[src/rtl/uart_loader.sv]
// Boot loader fed by the UART byte receiver: parses a word-count header, packs little-endian
// words into imem from address 0, and releases the CPU from reset once the image is complete.
module uart_loader #(
  parameter int unsigned ADDR_W      = 12,
  parameter int unsigned TIMEOUT_CYC = 10_000_000
) (
  input  logic              clk,
  input  logic              rst_n,
  input  logic              rx_valid,
  input  logic [7:0]        rx_data,
  output logic              imem_we,
  output logic [ADDR_W-1:0] imem_addr,
  output logic [31:0]       imem_wdata,
  output logic              cpu_rst_n,
  output logic              load_done,
  output logic              load_err
);

  localparam int unsigned IdleW = (TIMEOUT_CYC > 2) ? $clog2(TIMEOUT_CYC) : 1;
  localparam logic [IdleW-1:0] IdleMax = IdleW'(TIMEOUT_CYC - 1);
  localparam logic [31:0] Capacity = 32'd1 << ADDR_W;

  typedef enum logic [1:0] {StLen, StData, StDone, StErr} state_e;

  state_e            state_q, state_d;
  logic [1:0]        byte_cnt_q, byte_cnt_d;
  logic [ADDR_W:0]   word_cnt_q, word_cnt_d;
  logic [31:0]       len_q, len_d;
  logic [31:0]       word_q, word_d;
  logic [IdleW-1:0]  idle_q, idle_d;
  logic              imem_we_q, imem_we_d;
  logic [ADDR_W-1:0] imem_addr_q, imem_addr_d;
  logic [31:0]       imem_wdata_q, imem_wdata_d;
  logic              cpu_rst_n_q, cpu_rst_n_d;
  logic              load_done_q, load_done_d;
  logic              load_err_q, load_err_d;

  logic              timeout_active;
  logic              timeout;
  logic [31:0]       len_full;
  logic [ADDR_W:0]   word_cnt_nxt;

  always_comb begin
    state_d      = state_q;
    byte_cnt_d   = byte_cnt_q;
    word_cnt_d   = word_cnt_q;
    len_d        = len_q;
    word_d       = word_q;
    idle_d       = idle_q;
    imem_we_d    = 1'b0;
    imem_addr_d  = imem_addr_q;
    imem_wdata_d = imem_wdata_q;
    cpu_rst_n_d  = cpu_rst_n_q;
    load_done_d  = load_done_q;
    load_err_d   = load_err_q;
    len_full     = {rx_data, len_q[23:0]};
    word_cnt_nxt = word_cnt_q + 1'b1;

    // Idle timer only runs while a load is partially received.
    timeout_active = (state_q == StData) || ((state_q == StLen) && (byte_cnt_q != 2'd0));
    timeout        = !rx_valid && timeout_active && (idle_q == IdleMax);

    if (rx_valid || !timeout_active) begin
      idle_d = '0;
    end else begin
      idle_d = idle_q + 1'b1;
    end

    unique case (state_q)
      StLen: begin
        if (rx_valid) begin
          len_d[{byte_cnt_q, 3'b000} +: 8] = rx_data;
          byte_cnt_d = byte_cnt_q + 2'd1;
          if (byte_cnt_q == 2'd3) begin
            word_cnt_d = '0;
            if (len_full == 32'd0) begin
              state_d     = StDone;
              load_done_d = 1'b1;
              cpu_rst_n_d = 1'b1;
            end else if (len_full > Capacity) begin
              state_d    = StErr;
              load_err_d = 1'b1;
            end else begin
              state_d = StData;
            end
          end
        end
      end
      StData: begin
        if (rx_valid) begin
          word_d[{byte_cnt_q, 3'b000} +: 8] = rx_data;
          byte_cnt_d = byte_cnt_q + 2'd1;
          if (byte_cnt_q == 2'd3) begin
            imem_we_d    = 1'b1;
            imem_wdata_d = {rx_data, word_q[23:0]};
            imem_addr_d  = word_cnt_q[ADDR_W-1:0];
            word_cnt_d   = word_cnt_nxt;
            if (word_cnt_nxt == len_q[ADDR_W:0]) begin
              state_d = StDone;
            end
          end
        end
      end
      StDone: begin
        cpu_rst_n_d = 1'b1;
        load_done_d = 1'b1;
      end
      StErr: begin
        load_err_d = 1'b1;
      end
      default: state_d = StLen;
    endcase

    // Abandon a stalled partial load; already-written words are simply overwritten later.
    if (timeout) begin
      state_d     = StLen;
      byte_cnt_d  = '0;
      word_cnt_d  = '0;
      len_d       = '0;
      word_d      = '0;
      imem_addr_d = '0;
    end
  end

  always_ff @(posedge clk or negedge rst_n) begin
    if (!rst_n) begin
      state_q      <= StLen;
      byte_cnt_q   <= '0;
      word_cnt_q   <= '0;
      len_q        <= '0;
      word_q       <= '0;
      idle_q       <= '0;
      imem_we_q    <= 1'b0;
      imem_addr_q  <= '0;
      imem_wdata_q <= '0;
      cpu_rst_n_q  <= 1'b0;
      load_done_q  <= 1'b0;
      load_err_q   <= 1'b0;
    end else begin
      state_q      <= state_d;
      byte_cnt_q   <= byte_cnt_d;
      word_cnt_q   <= word_cnt_d;
      len_q        <= len_d;
      word_q       <= word_d;
      idle_q       <= idle_d;
      imem_we_q    <= imem_we_d;
      imem_addr_q  <= imem_addr_d;
      imem_wdata_q <= imem_wdata_d;
      cpu_rst_n_q  <= cpu_rst_n_d;
      load_done_q  <= load_done_d;
      load_err_q   <= load_err_d;
    end
  end

  assign imem_we    = imem_we_q;
  assign imem_addr  = imem_addr_q;
  assign imem_wdata = imem_wdata_q;
  assign cpu_rst_n  = cpu_rst_n_q;
  assign load_done  = load_done_q;
  assign load_err   = load_err_q;

endmodule

[config.mk]
export PLATFORM = sky130hd
export DESIGN_NAME = uart_loader
export DESIGN_NICKNAME = d
export VERILOG_FILES = /design/src/rtl/uart_loader.sv
export SDC_FILE = /design/constraint.sdc
export NUM_CORES = 1
export LEC_CHECK = 0
export ABC_CLOCK_PERIOD_IN_PS = 3800
export CAP_MARGIN = 20
export CORE_UTILIZATION = 62
export CTS_CLUSTER_DIAMETER = 150
export DETAILED_ROUTE_END_ITERATION = 12
export PLACE_DENSITY_LB_ADDON = 0.1
export SYNTH_ARGS = -nofsm -noshare
export SYNTH_HDL_FRONTEND = slang
export SYNTH_SLANG_ARGS = --single-unit
[constraint.sdc]
create_clock -name clk -period 3.8 [get_ports clk]
set_clock_uncertainty 0.2 [all_clocks]
set_input_delay 0.38 -clock clk [delete_from_list [all_inputs] [get_ports clk]]
set_output_delay 0.38 -clock clk [all_outputs]
set_load 0.05 [all_outputs]
### Word-level counts from Yosys, hierarchy flattened

Cells that the tools add are included.

| cells by class | value |
|---|---|
| $add $sub $neg | 4 |
| shift-type cells | 2 |
| multiplexer cells | 43 |
| reductions and logical operators | 28 |
| order comparisons | 1 |
| eq/ne operators | 16 |

Operator list:

| cell | number |
|---|---|
| $mux 32 | 6 |
| $mux 13 | 5 |
| $bwmux 32 | 2 |
| $mux 12 | 4 |
| $gt 32x13->1 const B | 1 |
| $logic_not 32->1 | 1 |
| $shift 8x7->32 const A | 1 |
| $shiftx 8x7->32 | 1 |
| $pmux 13 s2 | 1 |
| $add 24x1->24 const B | 1 |
| $eq 24x24->1 const B | 1 |
| $mux 24 | 1 |
| $mux 2 | 11 |
| $reduce_bool 2->1 | 8 |
| $add 13x1->13 const B | 1 |
| $eq 13x13->1 | 1 |
| $mux 1 | 10 |
| $reduce_and 5->1 | 2 |
| $ne 3x2->1 const B | 3 |
| $neg 5->7 | 1 |
| $eq 2x2->1 const B | 3 |
| $ne 2x1->1 const B | 3 |
| $ne 3x3->1 const B | 2 |
| $reduce_and 2->1 | 3 |
| other kinds (14) | 21 |

| word-level totals | value |
|---|---|
| output and inout bits | 48 |
| bits of input ports | 11 |
| flip-flop bits (word level) | 152 |

### Logic depth before layout (Yosys ltp)

Gate-level depths: netlist (run 1).

| logic depth | value |
|---|---|
| depth in word-level cells | 7 |
| mapped depth | 10 |
| gate-level depth less buffers | 8 |

### Worst setup path before layout (run 1)

OpenSTA, ideal clock, no wires.

| path | value |
|---|---|
| kind | reg-to-reg |
| from | register byte_cnt_q[0] |
| to | register word_q[10] |
| arrival | 1.925 ns |
| setup time | 0.083 ns |
| stages on the path, launching flop included | 9 |
| clock period less this slack | 2.208 ns |
| required time | 3.517 ns |
| path slack | 1.592 ns |
| buffers on the path | 0 |
| path through | dfrtp_1 -> inv_1 -> ha_1 -> inv_1 -> o211ai_1 -> nor4_4 -> nor3_1 -> nand2_1 -> o21ai_0 |

| on the way | value |
|---|---|
| cells in the longest elaborated chain, start to end | 7 |
| elaborated cells between the ends (all ways) | 15 |

Ends and longest elaborated chain:

| what | RTL line | source |
|---|---|---|
| from (decl) | 26 | `logic [1:0] byte_cnt_q, byte_cnt_d;` |
| from (signal assigned) | 141 | `byte_cnt_q <= byte_cnt_d;` |
| branches (longest 7 deep; another with $neg 5->7) | - |  |
| to (signal assigned) | 144 | `word_q <= word_d;` |
| to (decl) | 29 | `logic [31:0] word_q, word_d;` |

Several ways; the timed one is not identified. The select of a mux whose other input is x is not followed.
A chain may end at the register's enable or synchronous reset.

### Final worst setup path (run 1)

| path | value |
|---|---|
| from | register byte_cnt_q[0] |
| to | register word_q[9] |

The elaborated chain is that of the path after synthesis.

==> qor.csv, run 1 <==
metric,value,unit
status,"complete, no violations",
clk_pin_slew,60,ps
start_util,0.6407,
total_power,5.323,mW
most-common-layout-cells,"nand2_1, dfrtp_1, nor2_1",
syn-num-nets,694,
core_area,9819,um2
gp_congestion,0.8726,
mostFrequentLayoutCell,nand2_1,
cts_root_buf,clkbuf_8,
port_buffers,58,
ant_nets,0,
async_flop_share,1.000,
crit_path_end_kind,flip-flop,
synth_cells,676,
cp.required,4030,ps
clock-sinks,136,
cts_resized,0,
vias_per_cell,5.792,
dieArea,10550,um2
max_freq,0.3302,GHz
fin_crit,3028,ps
power_density,705.6,nW/um2
slew_headroom,0.3332,
overflow,0,
tritoncts,yes,
syn-mean-instance-area,9.306,um2
dp_hpwl,9439,um
slew_violations,0,
grt_pass1_wl,23720,um
critPathMaxFanout,10,
die_h,102.7,um
final_nets,746,
first_pass_iters,5,
stdcell_count,872,
ir_drop,563.3,uV
wl_per_cell,16.67,um
antenna_cells,0,
synth.yosys.seq_area_share,0.5410,
hold_buffers,1,
area_growth,19.93,%
drive_gt1_frac,0.07172,
grt_pass1_vias,4858,
grt_use_total,0.2993,
io_pins,59,
rows,36,
arrival,3260,ps
finalCritPeriodShare,0.7970,
finalSetupTns,0,ps
placed_cells,840,
vias,5051,
worst_pin_slew,993.5,ps
clock_path_buffers,2,
ys_ff_latch,136,
wirelength,14540,um
power.leakage,3.358,nW
die_w,102.7,um
hold_violations,0,
startpoint_type,flip-flop,
n_fill_cell,668,
min_path_type,flip-flop to flip-flop,
crit_type,flip-flop to flip-flop,
cts_setup_buffers,0,
cts_made_buffers,17,
ys_warn_count,0,
drc,0,
setup_viol,0,
ys.flop_type,dfrtp_1,
syn_area,6291,um2
synth.distinct_cells,58,
grt_max_degree,72,
grt_antenna_before_repair,0,
drt-initial-drc-count,319,
grt_setup_unrepaired,false,
synth_edf_count,0,
cap_violations,0,
htreeDepth,4,
clock_latency,520,ps
==> registers in the layout, summed over array words and instances (netlist names) <==
name,count
load_err,1
word_q,24
imem_wdata,32
imem_we,1
imem_addr,12
byte_cnt_q,2
load_done,1
len_q,24
idle_q,24
state_q,2
word_cnt_q,13
==> cells in the mapped netlist (3+ instances only) <==
master    number  area (um2)
and3_1         6       37.54
o21ai_0       26       130.1
nand4_1       10       62.56
and2_1         3       18.77
a22oi_1       16       120.1
o21ai_1       21       105.1
nand3b_1       3       22.52
xnor2_1       18       157.7
buf_6          4       45.04
buf_4          3       22.52
a21oi_4        3       48.80
dfrtp_1      136        3403
nor2_1        71       266.5
nand2_1      193       724.4
nand3_1       13       65.06
buf_2         10       50.05
a21oi_1       22       110.1
ha_1           7       87.58
o31ai_1        4       30.03
a31oi_1        3       18.77
nor3_1         7       35.03
clkbuf_1      15       56.30
or3_1          3       18.77
xor2_1        17       148.9
nor2b_1        3       18.77
inv_1          8       30.03
nor4_1        10       62.56
==> layer usage <==
metal,share of wire,global-route usage,vias to the layer above
li1,-,-,2385
met1,0.42,0.3957,2469
met3,0.058,0.07322,26
met2,0.51,0.4856,171
met4,0.015,0.1062,0
met5,0,0,-
==> worst paths after layout <==
check | slack (ps) | to | depth (start not counted) | startpoint
worst max-delay path | 770 | word_q[9] | 9 | byte_cnt_q[0]
worst min-delay path | 270 | imem_wdata[15] | 2 | word_q[15]
worst max register to register | 770 | word_q[9] | 9 | byte_cnt_q[0]
worst min register to register | 270 | imem_wdata[15] | 2 | word_q[15]
max in group asynchronous | 2260 | word_q[23] | 3 | rst_n
min in group asynchronous | 300 | word_cnt_q[11] | 2 | rst_n
==> power breakdown <==
group / switching, mW / leakage, nW / total (mW) / internal, mW
Clock: 0.611 / 0.285 / 1.69 / 1.07
Sequential: 0.273 / 1.86 / 2.02 / 1.74
Combinational: 1.06 / 1.22 / 1.62 / 0.561
Total: 1.94 / 3.36 / 5.32 / 3.38
==> cells by family (layout without fill, tap and decap cells) <==
| family | count (synthesis) | count (layout) | share of synthesized area |
|---|---|---|---|
| xor gates and xnor gates | 35 | 35 | 0.04873 |
| muxes | 2 | 2 | 0.003182 |
| DFF | 136 | 136 | 0.5410 |
| AOI/OAI and AO/OA | 115 | 115 | 0.1205 |
| and+or+nand+nor | 337 | 337 | 0.2377 |
| adders and majority gates | 7 | 7 | 0.01392 |
| buffers and inverters | 44 | 107 | 0.03500 |
==> worst max-delay path, stage by stage (launching register included) <==
cell      delay (ps)
dfrtp_1          480
inv_1            180
ha_1             220
inv_1             90
o211ai_1         280
nor4_4            80
buf_4            200
nor3_1           740
nand2_1          210
o21ai_0          240
==> area by class of cell <==
| type | instances | area (um2) | area share |
|---|---|---|---|
| multi-input cells | 496 | 2668 | 0.3536 |
| flip-flops and latches | 136 | 3403 | 0.4511 |
| well taps | 133 | 166.4 | 0.02206 |
| clock inverters | 12 | 177.7 | 0.02355 |
| clock buffers | 18 | 427.9 | 0.05672 |
| inverters | 9 | 33.78 | 0.004478 |
| repair buffers | 68 | 668.1 | 0.08856 |
==> metrics by stage <==
stage | util | worst slack [ps] | cell area [um2] | hold slack, ps
4_1_cts | 0.7676 | 825.7 | 7537 | 274.2
6_report | 0.7683 | 771.5 | 7545 | 271.5
2_1_floorplan | - | 1592 | 6291 | -115.6
5_1_grt | 0.7683 | 650.2 | 7545 | 298.4
3_5_place_dp | 0.7049 | 899.2 | 6922 | 257.3
3_3_place_gp | 0.7049 | 1055 | 6922 | 251.6
Power figures use the tool's default switching activity.
==> run 2, diff against run 1 <==
--- a/config.mk
+++ b/config.mk
@@ -5,9 +5,9 @@
 export SDC_FILE = /design/constraint.sdc
 export NUM_CORES = 1
 export LEC_CHECK = 0
-export ABC_CLOCK_PERIOD_IN_PS = 3800
+export ABC_CLOCK_PERIOD_IN_PS = 2500
 export CAP_MARGIN = 20
-export CORE_UTILIZATION = 62
+export CORE_UTILIZATION = 52
 export CTS_CLUSTER_DIAMETER = 150
 export DETAILED_ROUTE_END_ITERATION = 12
 export PLACE_DENSITY_LB_ADDON = 0.1
==> constraint.sdc (replaced) <==
create_clock -name clk -period 2.5 [get_ports clk]
set_clock_uncertainty 0.2 [all_clocks]
set_input_delay 0.25 -clock clk [delete_from_list [all_inputs] [get_ports clk]]
set_output_delay 0.25 -clock clk [all_outputs]
set_load 0.05 [all_outputs]
==> run 2 against run 1 <==
The run now ends with DRC left. Sequential power grew 49%. Sequential share of layout area shrank 2.3 points. Total power grew 59%. Critical path depth shrank 1. Setup slack lost 630 ps. Global-route usage shrank 4.5 points. Count of clock-buffer cells in the layout grew 4. Via count grew 2.0%. Register-to-register slack lost 630 ps. Highest routed layer unchanged.
==> qor.csv, run 2 (synthesized netlist as in run 1, its figures left out) <==
metric,value,unit
max_freq,0.4240,GHz
critPathMaxFanout,8,
drc,2,
violations,DRC,
startpoint_type,flip-flop,
crit_type,flip-flop to flip-flop,
crit_start,idle_q[9],
status,"complete, but fails checks",
wl_per_cell,16.11,um
start_util,0.5417,
core_area,11610,um2
reg2reg_to,word_q[21],
fin_hold_ws,196.7,ps
worst_pin_slew,705.7,ps
ir_drop,958.7,uV
regArea,3403,um2
stdcell_count,918,
antenna_cells,0,
slew_headroom,0.5264,
grt_pass1_vias,5146,
clock_latency,420,ps
postPlaceCellArea,7179,um2
io_pins,59,
tritoncts,yes,
final_nets,780,
r2r-start,idle_q[9],
wirelength,14790,um
arrival,2440,ps
r2r_cells,8,
clk_pin_slew,60,ps
slew_violations,0,
vias,5150,
clock-sinks,136,
cts_root_buf,clkbuf_16,
overflow,0,
finalCritPeriodShare,0.9435,
cts_made_buffers,17,
cap_violations,0,
fin_area,7946,um2
power.leakage,3.589,nW
area_growth,26.31,%
dieArea,12540,um2
crit_path_end_kind,flip-flop,
drt-initial-drc-count,325,
fin_crit,2359,ps
rows,39,
htreeDepth,4,
mostFrequentLayoutCell,nand2_1,
vias_per_cell,5.610,
dp_hpwl,10050,um
gp_congestion,0.8808,
die_h,112.0,um
setup_viol,0,
n_fill_cell,923,
multi_input_area,2701,um2
cp.required,2580,ps
grt_use_total,0.2548,
die_w,112.0,um
port_buffers,58,
hold_violations,0,
most-common-layout-cells,"nand2_1, dfrtp_1, nor2_1",
placed_cells,881,
finalSetupTns,0,ps
total_power,8.443,mW
drive_gt1_frac,0.1213,
clock_path_buffers,2,
power_density,1063,nW/um2
largest_reg_flops,32,
first_pass_iters,9,
r2r_slack,140,ps
min_path_type,input pin to async pin,
ant_nets,0,
grt_pass1_wl,24880,um
grt_antenna_before_repair,0,
grt_max_degree,70,
run 2: area by class of cell:
type | instances | area share
sequential | 136 | 0.4283
multi-input combinational | 496 | 0.3399
timing repair buffer | 102 | 0.1203
clock buffer | 22 | 0.06094
clock inverter | 10 | 0.02378
tap | 143 | 0.02252
inverter | 9 | 0.004251
run 2: how the worst max path moves through the flow:
| stage | endpoint | slack (ps) | cells after the start |
|---|---|---|---|
| 5_1_grt | word_q[9] | -1 | 8 |
| 6_report | word_q[21] | 140 | 8 |
| 2_1_floorplan | word_q[10] | 290 | 8 |
| 3_3_place_gp | word_q[9] | 40 | 7 |
| 3_5_place_dp | word_q[11] | -90 | 7 |
| 4_1_cts | len_q[8] | 20 | 7 |
run 2: critical path, cell delays in order, from the launching register on:
cell	delay, ps
dfrtp_1	390
nand2_1	100
or3_1	440
nor4_4	510
buf_6	200
nor4b_4	40
buf_4	170
nand2_1	100
o21ai_0	80
run 2: per-layer routing:
metal	wire, um	global-route usage	vias up
met4	341	0.1004	0
met1	6630	0.3417	2486
met3	868	0.06097	31
met5	0	0	-
met2	6946	0.4017	174
li1	-	-	2459
run 2: where the power goes:
part	switching [mW]	total, mW	internal [mW]
clock network	0.937	2.82	1.88
logic	1.67	2.61	0.945
registers	0.359	3.01	2.65
total	2.96	8.44	5.48
run 2: per-stage QoR:
stage          setup slack, ps    util
5_1_grt                 -1.436  0.6842
3_3_place_gp             38.24  0.6182
4_1_cts                  22.64  0.6778
3_5_place_dp            -87.43  0.6182
2_1_floorplan            292.4       -
6_report                 141.4  0.6842
run 2: timing repair:
item / CTS / global route
pin swaps: 0 / 2
hold buffers: 1 / 0
endpoints found under the hold margin: 136 / 0
endpoints found under the setup margin: 16 / 34
setup buffers: 0 / 4
gates resized for setup: 2 / 7
==> run 3, diff against run 2 <==
--- a/config.mk
+++ b/config.mk
@@ -10,6 +10,9 @@
 export CORE_UTILIZATION = 52
 export CTS_CLUSTER_DIAMETER = 150
 export DETAILED_ROUTE_END_ITERATION = 12
+export GPL_ROUTABILITY_DRIVEN = 1
+export GPL_TIMING_DRIVEN = 0
+export MAX_ROUTING_LAYER = met4
 export PLACE_DENSITY_LB_ADDON = 0.1
 export SYNTH_ARGS = -nofsm -noshare
 export SYNTH_HDL_FRONTEND = slang
==> run 3 against run 2 <==
The flow still finishes with violations (DRC). Largest cell class unchanged. Die area unchanged. Flip-flop and latch count unchanged. Via count down 1.5%. Hold slack worse by 13 ps. Critical path depth unchanged. Sequential share of layout area up 1.0 points. Non-clock buffer count down 1. Setup slack worse by 49 ps. Combinational power about the same.
==> qor.csv, run 3 (synthesized netlist as in run 1, its figures left out) <==
metric,value,unit
drive_gt1_frac,0.1100,
area_growth,23.43,%
rows,39,
drt-initial-drc-count,257,
start_util,0.5417,
cap_violations,0,
finalSetupTns,0,ps
cts_made_buffers,17,
first_pass_iters,9,
hold_violations,0,
critPathMaxFanout,7,
crit_path_end_kind,flip-flop,
grt_pass1_wl,24120,um
ir_drop,782.5,uV
clock-sinks,136,
cts_root_buf,clkbuf_16,
overflow,0,
slew_headroom,0.5177,
htreeDepth,4,
largest_reg_flops,32,
clock_latency,420,ps
wl_per_cell,15.65,um
die_w,112.0,um
ant_nets,0,
r2r_cells,8,
antenna_cells,0,
vias_per_cell,5.540,
clock_path_buffers,2,
dp_hpwl,9810,um
violations,DRC,
setup_viol,0,
die_h,112.0,um
reg2reg_to,state_q[0],
startpoint_type,flip-flop,
power.leakage,3.492,nW
vias,5075,
crit_type,flip-flop to flip-flop,
total_power,8.012,mW
port_buffers,58,
slew_violations,0,
arrival,2490,ps
drc,2,
power_density,1032,nW/um2
clk_pin_slew,60,ps
min_path_type,input pin to async pin,
status,"complete, but fails checks",
tritoncts,yes,
grt_use_total,0.2551,
most-common-layout-cells,"nand2_1, dfrtp_1, nor2_1",
finalCritPeriodShare,0.9630,
wirelength,14340,um
worst_pin_slew,716.8,ps
gp_congestion,0.8811,
max_freq,0.4154,GHz
core_area,11610,um2
grt_antenna_before_repair,0,
cp.required,2590,ps
dieArea,12540,um2
r2r_slack,90,ps
mostFrequentLayoutCell,nand2_1,
r2r-start,word_cnt_q[0],
fin_crit,2407,ps
final_nets,779,
grt_max_degree,74,
io_pins,59,
grt_pass1_vias,4861,
-- run 3: through the flow --
step	area [um2]	setup WS, ps	instances	utilization	hold slack [ps]
2_1_floorplan	6291	292.4	676	-	-245.6
3_3_place_gp	7051	-4235	877	0.6071	253.4
3_5_place_dp	7079	-381.2	878	0.6096	63.92
4_1_cts	7697	1.327	912	0.6628	198.2
5_1_grt	7765	-18.48	916	0.6686	233.8
6_report	7765	92.59	916	0.6686	184.1
-- run 3: layout make-up --
cell class / count / area, um2
flip-flops and latches: 136 / 3405
fillers: 967 / 3849
clock inverters: 9 / 98.84
inverters: 9 / 35.03
multi-input cells: 496 / 2703
repair buffers: 67 / 669.4
plain buffers: 34 / 201.4
clock buffers: 22 / 474.2
well taps: 143 / 178.9
-- run 3: routing by layer --
layer / vias up / part of all wire / global-route usage
met4: 0 / 0.0073 / 0.07022
met2: 110 / 0.48 / 0.3988
met3: 10 / 0.046 / 0.05770
met1: 2491 / 0.46 / 0.3360
li1: 2464 / - / -
met5: - / 0 / -
-- run 3: worst max path at each step --
stage,start,endpoint,cells after the start
3_3_place_gp,rst_n,imem_wdata[17],1
3_5_place_dp,rx_valid,imem_wdata[31],8
6_report,word_cnt_q[0],state_q[0],8
2_1_floorplan,byte_cnt_q[0],word_q[10],8
5_1_grt,idle_q[0],imem_addr[9],9
4_1_cts,word_cnt_q[1],state_q[0],7
-- run 3: worst max-delay path: stages (launching register included) --
cell	delay, ps
dfrtp_1	400
clkbuf_4	200
nand4_1	150
or2_0	220
buf_2	160
o41ai_2	350
nand4_1	200
a2111oi_4	300
nor3_1	100
-- run 3: repair_timing --
action	CTS	global route
hold buffers	1	0
setup endpoints to repair	80	95
endpoints found under the hold margin	63	0
resized for setup	11	15
buffers inserted	2	5
pin swaps	2	4
-- run 3: power by group --
| part | switching (mW) | total [mW] | internal [mW] | leakage [nW] |
|---|---|---|---|---|
| Sequential | 0.353 | 3.01 | 2.65 | 1.85 |
| Clock | 0.894 | 2.42 | 1.53 | 0.289 |
| Combinational | 1.67 | 2.58 | 0.915 | 1.35 |
| Total | 2.91 | 8.01 | 5.10 | 3.49 |
